[src/rtl/btn_conditioner.sv]
// Push-button conditioner: synchronizes and debounces a raw button level, then
// derives a press pulse, a typematic auto-repeat pulse train and a long-press
// level. All counters are CNTW bits wide. A timing constant must lie in the
// range 1..2^CNTW-1, because the counters never wrap.
module btn_conditioner #(
  parameter int DB_CYC  = 400000,    // debounce window, clk cycles
  parameter int RPT_DLY = 20000000,  // hold time before the first repeat
  parameter int RPT_PER = 4000000,   // auto-repeat period
  parameter int CNTW    = 25         // width of every internal counter
) (
  input  logic clk,
  input  logic rst,
  input  logic btn_raw,
  output logic btn,
  output logic btn_dn,
  output logic btn_rpt,
  output logic btn_long
);

  typedef enum logic [1:0] {
    IDLE   = 2'd0,
    DELAY  = 2'd1,
    REPEAT = 2'd2
  } state_t;

  localparam logic [CNTW-1:0] CNT_ONE  = CNTW'(1);
  localparam logic [CNTW-1:0] DB_LAST  = CNTW'(DB_CYC - 1);
  localparam logic [CNTW-1:0] DLY_LAST = CNTW'(RPT_DLY - 1);
  localparam logic [CNTW-1:0] PER_LAST = CNTW'(RPT_PER - 1);

  logic            s1;
  logic            s2;
  logic [CNTW-1:0] db_cnt;
  logic            db_done;
  logic            rise;
  logic            fall;

  state_t          state;
  state_t          state_next;
  logic [CNTW-1:0] rpt_cnt;
  logic [CNTW-1:0] rpt_cnt_next;
  logic            rpt_tick;
  logic            long_next;

  // Two-flop synchronizer; nothing else looks at btn_raw.
  always_ff @(posedge clk) begin
    // NOTE: sequential state always uses non-blocking assignments, so every
    // flop samples the pre-edge value of its neighbours (s2 gets the old s1).
    if (rst) begin
      s1 <= 1'b0;
      s2 <= 1'b0;
    end else begin
      s1 <= btn_raw;
      s2 <= s1;
    end
  end

  // The debounced level flips on the DB_CYC-th consecutive edge at which the
  // synchronized input disagrees with it.
  assign db_done = (s2 != btn) && (db_cnt == DB_LAST);
  assign rise    = db_done && s2;
  assign fall    = db_done && !s2;

  // Debounce counter and the debounced level it qualifies.
  always_ff @(posedge clk) begin
    if (rst) begin
      db_cnt <= '0;
      btn    <= 1'b0;
    end else if (s2 == btn) begin
      db_cnt <= '0;
    end else if (db_done) begin
      db_cnt <= '0;
      btn    <= s2;
    end else begin
      db_cnt <= db_cnt + CNT_ONE;
    end
  end

  // Repeat FSM next-state logic: one shared counter times both the initial
  // delay and the repeat period. Release wins over a coinciding repeat tick.
  always_comb begin
    // NOTE: every signal assigned here gets a default first, so no path can
    // leave one unassigned and infer a latch.
    state_next   = state;
    rpt_cnt_next = rpt_cnt;
    rpt_tick     = 1'b0;
    unique case (state)
      IDLE: begin
        rpt_cnt_next = '0;
        if (rise) begin
          state_next = DELAY;
          rpt_tick   = 1'b1;
        end
      end
      DELAY: begin
        if (fall) begin
          state_next   = IDLE;
          rpt_cnt_next = '0;
        end else if (rpt_cnt == DLY_LAST) begin
          state_next   = REPEAT;
          rpt_cnt_next = '0;
          rpt_tick     = 1'b1;
        end else begin
          rpt_cnt_next = rpt_cnt + CNT_ONE;
        end
      end
      REPEAT: begin
        if (fall) begin
          state_next   = IDLE;
          rpt_cnt_next = '0;
        end else if (rpt_cnt == PER_LAST) begin
          rpt_cnt_next = '0;
          rpt_tick     = 1'b1;
        end else begin
          rpt_cnt_next = rpt_cnt + CNT_ONE;
        end
      end
      default: begin
        state_next   = IDLE;
        rpt_cnt_next = '0;
      end
    endcase
    long_next = (state_next == REPEAT);
  end

  // FSM state and counter registers.
  always_ff @(posedge clk) begin
    if (rst) begin
      state   <= IDLE;
      rpt_cnt <= '0;
    end else begin
      state   <= state_next;
      rpt_cnt <= rpt_cnt_next;
    end
  end

  // Registered outputs, aligned with the edge on which btn itself changes.
  always_ff @(posedge clk) begin
    if (rst) begin
      btn_dn   <= 1'b0;
      btn_rpt  <= 1'b0;
      btn_long <= 1'b0;
    end else begin
      btn_dn   <= rise;
      btn_rpt  <= rpt_tick;
      btn_long <= long_next;
    end
  end

endmodule

[config.mk]
export PLATFORM = sky130hd
export DESIGN_NAME = btn_conditioner
export DESIGN_NICKNAME = d
export VERILOG_FILES = /design/src/rtl/btn_conditioner.sv
export SDC_FILE = /design/constraint.sdc
export NUM_CORES = 1
export LEC_CHECK = 0
export CORE_ASPECT_RATIO = 1.75
export CORE_MARGIN = 2
export CORE_UTILIZATION = 55
export DETAILED_ROUTE_END_ITERATION = 12
export PLACE_DENSITY = 0.8
export SETUP_SLACK_MARGIN = 0.3
export SKIP_CTS_REPAIR_TIMING = 1
export SYNTH_ARGS = -nofsm -noshare
export SYNTH_HDL_FRONTEND = slang
export SYNTH_SLANG_ARGS = --single-unit
[constraint.sdc]
create_clock -name clk -period 1.75 [get_ports clk]
set_input_delay 0.175 -clock clk [delete_from_list [all_inputs] [get_ports clk]]
set_output_delay 0.175 -clock clk [all_outputs]
set_load 0.05 [all_outputs]
; Word-level counts from Yosys, hierarchy flattened
; Cells that the tools add are included.
[totals]
register_bits = 58
latch_bits = 0
ramBits = 0
mem_bits_ro = 0
in_bits = 3
output_inout_bits = 4
wordCells = 43
memories = 0
[classes]
addsub = 2
multipliers = 0
div_mod_pow = 0
order_cmp = 0
eq_ne = 8
n_shift = 0
n_mux = 16
n_bitwise = 1
reduce_logical = 7
[ops]
columns = cell, n
row1 = $mux W25, 4
row2 = $add A25 B1 Y25 const B, 2
row3 = $pmux W25 S2, 1
row4 = $eq A25 B19 Y1 const B, 1
row5 = $eq A25 B22 Y1 const B, 1
row6 = $eq A25 B25 Y1 const B, 1
row7 = $mux W2, 4
row8 = $pmux W2 S3, 1
row9 = $mux W1, 5
row10 = $eq A2 B2 Y1 const B, 2
row11 = $logic_and A1 B1 Y1, 3
row12 = $pmux W1 S3, 1
row13 = $reduce_or A3 Y1, 1
row14 = $eq A2 B1 Y1 const B, 1
row15 = $logic_not A2 Y1, 1
row16 = $reduce_and A2 Y1, 1
row17 = $eq A1 B1 Y1, 1
row18 = $logic_not A1 Y1, 1
row19 = $ne A1 B1 Y1, 1
row20 = $not A1 Y1, 1

; Longest topological paths before layout
; Gate-level depths: netlist of run 1.
[logic_depth]
ltp_word = 6
ltp_mapped = 8
mapped_depth_nobuf = 6

; Worst setup path before layout of run 1
; Ideal clock, no wire load.
[synth_timing]
path_kind = reg-to-reg
startpoint = register btn
endpoint = register rpt_cnt[24]
setup_time_ns = 0.115
arrival_ns = 1.794
required_time_ns = 1.635
slack_ns = -0.159
stages_incl_launch_ff = 7
path_buffers = 1
period_less_slack_ns = 1.909
path_cell_list = dfxtp_1 -> xnor2_1 -> nand4b_1 -> nor3_4 -> a221o_2 -> buf_6 -> nor2_1
[synth_via]
elab_chain_len = 5
word_cells_on_any_way = 6
classes_between = 1 x eq/ne / 3 x mux / 2 x reduce/logical
[synth_rtl]
columns = item, line
row1 = start: declaration, 14  ; output logic btn,
row2 = start signal: assignment, 68  ; btn <= 1'b0;
row3 = start signal: assignment, 73  ; btn <= s2;
row4 = $ne A1 B1 Y1 *, 60  ; assign db_done = (s2 != btn) && (db_cnt == DB_LAST);
row5 = $logic_and A1 B1 Y1 *, 60
row6 = $logic_and A1 B1 Y1 *, 62  ; assign fall = db_done && !s2;
row7 = $mux W25 (on tied branches), "108, 96"
row8 = $pmux W25 S2 *, 87  ; unique case (state)
row9 = end signal: assignment, 133  ; rpt_cnt <= rpt_cnt_next;
row10 = end: declaration, 40  ; logic [CNTW-1:0] rpt_cnt;
; Every way passes the cells marked *; elsewhere a longest branch is shown, timed or not.
; A chain may end at the register's enable or synchronous reset.

; Worst setup path after layout of run 1
[layout_timing]
startpoint = register rpt_cnt[1]
endpoint = register rpt_cnt[3]
[layout_via]
elab_chain_len = 4
word_cells_on_any_way = 8
classes_between = 1 x add/sub / 2 x eq/ne / 5 x mux
[layout_rtl]
columns = item, line
row1 = $add A25 B1 Y25 (tied with other cells), "104, 115"
row2 = $mux W25 (on tied branches), "111, 99"
row3 = $mux W25 (on tied branches), "108, 96"
row4 = $pmux W25 S2 *, 87
; Marked as above.

==> flow_summary.yaml, run 1 <==
sta:
  period_share: 1.03
  rsz0062_at_grt: "yes"
  final-hold-violation-count: 0
  finalSetupViolCount: 25
  fmax_mhz: 553
  maxSlewViolCount: 0
  final_critical_path_setup_slack_ps: -59.7
  max_slew.worst_pin.slew_ps: 528
  finalWorstPathRequiredPeriod_ps: 1810
  tns_ps: -755
  finalClockSkew_ps: 10.7
  slew-limit-headroom: 0.648
clock_network:
  clock_input_transition_at_the_sequential_cells_of_the_worst_setup_and_hold_paths_ps: 60
  cts_buffers: 9
  cts.path.max_buffers: 2
  clock_sinks: 58
  worstSkewPairLatency_ps: 350
  cts-htree-levels: 3
  tritoncts: "yes"
  cts.root.buffer_cell: "sky130_fd_sc_hd__clkbuf_8"
critical_path:
  worst_path_fanout_max: 6
  cp_required_ps: 2020
  regToRegEndpoint: "rpt_cnt[3]"
  kind_of_launch_point_of_the_worst_setup_path: "flip-flop"
  cp.depth: 7
  cpMaxStageDelayCell: "sky130_fd_sc_hd__a221o_2"
  reg2reg_setup_slack_ps: -60
  worstRegToRegCells: 7
  cp_cell_sequence: "ha_2, and3_4, nand4_1, o21ai_0, a221o_2, clkbuf_16, nor2_1"
  setup.worst_path.start: "rpt_cnt[1]"
  endpoint_kind: "flip-flop"
  timing.setup.critical_path_class: "flip-flop to flip-flop"
  crit_buf_inv: 1
  crit-reg2reg-launch: "rpt_cnt[1]"
  timing.critical_path.arrival_ps: 2080
  kind_of_cell_adding_the_most_delay_to_the_critical_path: "compound AO/OA/AOI/OAI gates"
  timing.critical_path.to: "rpt_cnt[3]"
  critical_path.max_stage_delay_ps: 500
floorplanning:
  placementRows: 33
  initial_utilization: 0.571
  top_level_ports: 7
  dieArea_um2: 5440
  core_area_um2: 4670
  fp.dieW_um: 56.6
  die_h_um: 96.1
global_route:
  grt.total_usage: 0.228
  global_route.overflow_total: 0
  grt_pass1_wl_um: 9470
  initial_antenna_violation_count: 0
  grt_max_degree: 26
  grt_pass1_vias: 2291
routing:
  routedWlPerCell_um: 16.6
  drt.antenna.violating_nets: 0
  detail_route.vias_per_cell: 5.90
  num_vias: 2441
  drt_wl_total_um: 6860
  detail_route.iter0.violations: 112
  drt-pass1-iter-count: 4
  drc: 0
flow_run:
  drv_cap: 0
synthesis:
  synth-seq-cells: 58
  synthDistinctLibCells: 38
  postSynthNetCount: 313
  synthesis.area_per_instance_um2: 8.77
  synth_enable_flop_cells: 0
  mappedNetlistArea_um2: 2670
  synth_flop_cell: "sky130_fd_sc_hd__dfxtp_1"
  synth_warnings: 0
  yosysSeqAreaShare: 0.435
  synthesis.instances: 304
  asyncSetResetFlopFracSynth: 0
pwr:
  power.static_leakage_nw: 1.28
  p_switching_w: 0.000524
  design_power_total_w: 0.00238
  netSwitchingFraction: 0.220
  p_clk_frac: 0.434
  pwr-share-comb: 0.011
  pwr_density_cell_nw_per_um2: 684
  design_internal_power_w: 0.00186
  irDropWorstVdd_v: 0.000703
  p_seq_frac: 0.555
finish:
  multi_input_comb_area_um2: 1550
  fraction_of_layout_instances_using_a_drive_strength_above_1: 0.290
  nets: 368
  postLayoutCoreUtil: 0.745
  area.growth.synth_to_final_pct: 30.4
  fillerInstances: 302
  number_of_antenna_cells_inserted: 0
  final-seq-area_um2: 1190
placed_design:
  preCtsSetupSlack_ps: -37.7
  io_buffers: 6
  post-dp-hpwl_um: 4140
  place_congestion: 0.827
status:
  violations: "negative setup slack"
  outcome: "finished, violations left"
hold_path:
  worst_hold_path_type: "input port to flip-flop"
## kinds of logic (layout without fill, tap and decap cells)
kind of cell             Yosys count  after routing  share of synthesized area
adder cells (fa/ha/maj)            6              6                     0.0282
multiplexers                       1              1                    0.00375
buffers and inverters             18             76                     0.0389
XOR/XNOR                          47             47                      0.154
AO/OA/AOI/OAI                     12             12                     0.0357
flip-flops                        58             58                      0.435
AND/OR/NAND/NOR                  162            162                      0.304
## routing by layer
| layer | up-vias | wire length, µm | track usage |
|---|---|---|---|
| met5 | - | 0 | 0 |
| met4 | 0 | 299 | 0.139 |
| met3 | 34 | 297 | 0.0780 |
| met2 | 82 | 3820 | 0.442 |
| met1 | 1169 | 2450 | 0.193 |
| li1 | 1156 | - | - |
## area by class of cell
| type | count | area share |
|---|---|---|
| Clock buffer | 10 | 0.0396 |
| Clock inverter | 4 | 0.00576 |
| Inverter | 10 | 0.0108 |
| Multi-Input combinational cell | 228 | 0.447 |
| Sequential cell | 58 | 0.341 |
| Tap cell | 52 | 0.0187 |
| Timing Repair Buffer | 52 | 0.137 |
## worst min-delay path by stage
| stage | start | end | slack [ps] | cells past startpoint |
|---|---|---|---|---|
| 6_report | btn_raw | s1 | 380 | 2 |
| 5_1_grt | btn_raw | s1 | 390 | 2 |
| 4_1_cts | btn_raw | s1 | 380 | 2 |
| 3_5_place_dp | s1 | s2 | 470 | 1 |
| 3_3_place_gp | s1 | s2 | 430 | 1 |
| 2_1_floorplan | rst | btn | 240 | 1 |
## cells in the final DEF, fill, tap and decap left out, types with 2 or more instances in the layout
master                            count
sky130_fd_sc_hd__nor2b_1              3
sky130_fd_sc_hd__dfxtp_2             11
sky130_fd_sc_hd__or3_1                2
sky130_fd_sc_hd__and4_1               4
sky130_fd_sc_hd__a211oi_1             2
sky130_fd_sc_hd__nand3_1             18
sky130_fd_sc_hd__xor2_1              27
sky130_fd_sc_hd__and3_1               3
sky130_fd_sc_hd__nor2_1              51
sky130_fd_sc_hd__inv_1               10
sky130_fd_sc_hd__nor4_1               4
sky130_fd_sc_hd__clkdlybuf4s50_1      2
sky130_fd_sc_hd__dfxtp_4              3
sky130_fd_sc_hd__o21ai_0              3
sky130_fd_sc_hd__and2_1               2
sky130_fd_sc_hd__buf_6                4
sky130_fd_sc_hd__ha_2                 2
sky130_fd_sc_hd__nor2_4               6
sky130_fd_sc_hd__dlymetal6s2s_1       4
sky130_fd_sc_hd__xnor2_1             20
sky130_fd_sc_hd__nor3_1              11
sky130_fd_sc_hd__ha_1                 4
sky130_fd_sc_hd__buf_4               39
sky130_fd_sc_hd__clkbuf_16            2
sky130_fd_sc_hd__clkinv_2             4
sky130_fd_sc_hd__clkbuf_8            10
sky130_fd_sc_hd__nor4_4               2
sky130_fd_sc_hd__nor4_2               2
sky130_fd_sc_hd__or3_4                2
sky130_fd_sc_hd__nor2_2               6
sky130_fd_sc_hd__nand4_1             14
sky130_fd_sc_hd__dfxtp_1             44
sky130_fd_sc_hd__nand2_1             19
## Yosys cell counts, types with 2 or more instances
cell | n | area, µm²
sky130_fd_sc_hd__buf_6 | 4 | 45.0
sky130_fd_sc_hd__and4_1 | 4 | 35.0
sky130_fd_sc_hd__inv_1 | 10 | 37.5
sky130_fd_sc_hd__or3_1 | 4 | 25.0
sky130_fd_sc_hd__clkbuf_2 | 2 | 10.0
sky130_fd_sc_hd__nor4b_1 | 2 | 17.5
sky130_fd_sc_hd__nand4_1 | 14 | 87.6
sky130_fd_sc_hd__nand2_1 | 20 | 75.1
sky130_fd_sc_hd__nor2_1 | 63 | 236
sky130_fd_sc_hd__and3_1 | 4 | 25.0
sky130_fd_sc_hd__dfxtp_1 | 58 | 1160
sky130_fd_sc_hd__a211oi_1 | 2 | 15.0
sky130_fd_sc_hd__xnor2_1 | 20 | 175
sky130_fd_sc_hd__nor3_1 | 12 | 60.1
sky130_fd_sc_hd__and2_1 | 2 | 12.5
sky130_fd_sc_hd__nand3_1 | 18 | 90.1
sky130_fd_sc_hd__xor2_1 | 27 | 236
sky130_fd_sc_hd__o21ai_0 | 4 | 20.0
sky130_fd_sc_hd__ha_1 | 6 | 75.1
sky130_fd_sc_hd__nor4_1 | 8 | 50.1
sky130_fd_sc_hd__nor2b_1 | 3 | 18.8
## flip-flops by register name (all words and copies together), names as in the netlist
signal,count
btn_rpt,1
db_cnt,25
s2,1
state,2
btn_long,1
rpt_cnt,25
btn,1
btn_dn,1
s1,1
## through the flow
stage	hold WS [ps]	cell area, µm²	std cells
floorplan	240	2700	304
global placement	427	3040	391
detailed placement	465	3040	391
CTS	375	3200	405
global route	392	3480	414
finish	382	3480	414
## power by group through the flow
stage / Sequential [W] / Clock (W) / Combinational (W)
floorplan: 0.00135 / 0 / 0.0000140
global placement: 0.00135 / 0 / 0.0000236
detailed placement: 0.00135 / 0 / 0.0000241
CTS: 0.00133 / 0.00105 / 0.0000242
global route: 0.00132 / 0.00110 / 0.0000272
finish: 0.00132 / 0.00103 / 0.0000258
No activity file was read; power rests on OpenSTA's default activity.
==> run 2, diff against run 1 <==
--- a/config.mk
+++ b/config.mk
@@ -7,11 +7,12 @@
 export LEC_CHECK = 0
 export CORE_ASPECT_RATIO = 1.75
 export CORE_MARGIN = 2
-export CORE_UTILIZATION = 55
+export CORE_UTILIZATION = 50
 export DETAILED_ROUTE_END_ITERATION = 12
-export PLACE_DENSITY = 0.8
+export PLACE_DENSITY = 0.74
 export SETUP_SLACK_MARGIN = 0.3
 export SKIP_CTS_REPAIR_TIMING = 1
 export SYNTH_ARGS = -nofsm -noshare
 export SYNTH_HDL_FRONTEND = slang
 export SYNTH_SLANG_ARGS = --single-unit
+export TNS_END_PERCENT = 10
==> run 2 against run 1 <==
Compared with the run above: the run still ends with negative setup slack left; cell count shrank 0.48%; clock power grew 21%; non-clock buffer count shrank 4; sequential cell count is the same; cell area shrank 3.7%.
==> flow_summary.yaml, run 2 (synthesized netlist as in run 1, its figures left out) <==
sta:
  slew-limit-headroom: 0.662
  final_critical_path_setup_slack_ps: -5.90
  finalSetupViolCount: 2
  fin_hold_ws_ps: 393
  rsz0062_at_grt: "yes"
  finalWorstPathRequiredPeriod_ps: 1760
  finalClockSkew_ps: 8.13
  maxSlewViolCount: 0
  final-hold-violation-count: 0
  fmax_mhz: 570
  period_share: 1.00
  max_slew.worst_pin.slew_ps: 507
critical_path:
  reg2reg_setup_slack_ps: -6
  cp_cell_sequence: "ha_2, and3_4, nand4_1, o32a_1, a311o_1, nor3_1"
  kind_of_cell_adding_the_most_delay_to_the_critical_path: "compound AO/OA/AOI/OAI gates"
  cpMaxStageDelayCell: "sky130_fd_sc_hd__o32a_1"
  critical_path.max_stage_delay_ps: 370
  kind_of_launch_point_of_the_worst_setup_path: "flip-flop"
  endpoint_kind: "flip-flop"
  cp_required_ps: 2010
  cp.depth: 6
  crit_buf_inv: 0
  setup.worst_path.start: "rpt_cnt[0]"
  worst_path_fanout_max: 4
  timing.critical_path.to: "btn_long"
  regToRegEndpoint: "btn_long"
  worstRegToRegCells: 6
  timing.setup.critical_path_class: "flip-flop to flip-flop"
  timing.critical_path.arrival_ps: 2020
  crit-reg2reg-launch: "rpt_cnt[0]"
floorplanning:
  die_h_um: 101
  core_area_um2: 5210
  initial_utilization: 0.512
  dieArea_um2: 5960
  placementRows: 35
  fp.dieW_um: 59.2
  top_level_ports: 7
finish:
  finalNonFillerCells: 412
  final_std_cell_area_no_fill_um2: 3350
  largest_registers: "db_cnt: 25 flops, rpt_cnt: 25 flops, state: 2 flops"
  fraction_of_layout_instances_using_a_drive_strength_above_1: 0.230
  area.growth.synth_to_final_pct: 25.5
  number_of_antenna_cells_inserted: 0
  mostFrequentLayoutCell: "sky130_fd_sc_hd__nor2_1"
  layout.cells.most_common_list: "sky130_fd_sc_hd__nor2_1 (61), sky130_fd_sc_hd__dfxtp_1 (49), sky130_fd_sc_hd__buf_4 (40)"
  nets: 364
  fillerInstances: 425
global_route:
  grt_pass1_vias: 2272
  global_route.overflow_total: 0
  grt_max_degree: 26
  initial_antenna_violation_count: 0
  grt.total_usage: 0.210
  grt_pass1_wl_um: 9400
flow_run:
  drv_cap: 0
routing:
  routedWlPerCell_um: 13.3
  detail_route.vias_per_cell: 5.41
  drt-pass1-iter-count: 4
  drt.antenna.violating_nets: 0
  drc: 0
  detail_route.iter0.violations: 59
  num_vias: 2230
  drt_wl_total_um: 5470
clock_network:
  cts.root.buffer_cell: "sky130_fd_sc_hd__clkbuf_8"
  clock_input_transition_at_the_sequential_cells_of_the_worst_setup_and_hold_paths_ps: 60
  tritoncts: "yes"
  clock_sinks: 58
  cts.path.max_buffers: 2
  cts_buffers: 9
  cts-htree-levels: 3
  worstSkewPairLatency_ps: 330
pwr:
  pwr_density_cell_nw_per_um2: 777
  irDropWorstVdd_v: 0.000618
  power.static_leakage_nw: 1.21
placed_design:
  post_place_instance_area_um2: 3070
  post-place-cells: 398
  place_congestion: 0.842
  post-dp-hpwl_um: 4020
  io_buffers: 6
hold_path:
  hold_path_startpoint: "btn_raw"
  worst_hold_path_type: "input port to flip-flop"
status:
  violations: "negative setup slack"
  outcome: "finished, violations left"
[run 2: worst min-delay path by stage]
stage                  to  slack, ps  cells after the start
2_1_floorplan         btn        240                      1
3_3_place_gp   rpt_cnt[0]        420                      1
3_5_place_dp   rpt_cnt[0]        420                      1
4_1_cts                s1        390                      2
5_1_grt                s1        380                      2
6_report               s1        390                      2
[run 2: layout make-up]
cell class,count,area [µm²],area share
repair buffers,48,410,0.123
clock buffers,9,124,0.0370
multi-input cells,228,1460,0.437
flip-flops and latches,58,1170,0.350
clock inverters,4,70.1,0.0209
well taps,55,68.8,0.0206
inverters,10,37.5,0.0112
[run 2: report_power, final]
group / switching, W / total [W] / internal, W
clock: 0.000480 / 0.00125 / 0.000772
combinational: 0.0000109 / 0.0000234 / 0.0000125
sequential: 0.00000214 / 0.00133 / 0.00132
[run 2: metrics by stage]
stage	power [W]	TNS [ps]	setup slack, ps	utilization
after global placement	0.00138	-83.1	-83.1	0.590
after global routing	0.00270	-1110	-56.7	0.642
after floorplan	0.00137	-136	-7.49	-
after detailed placement	0.00138	-61.4	-61.4	0.590
final	0.00260	-8.76	-5.90	0.642
after CTS	0.00263	-205	-95.0	0.627
[run 2: per-layer routing]
layer / routed length, µm / vias up / GRT usage
li1: - / 1141 / -
met1: 2070 / 1048 / 0.201
met2: 3100 / 31 / 0.375
met3: 144 / 10 / 0.0603
met4: 151 / 0 / 0.128
met5: 0 / - / 0
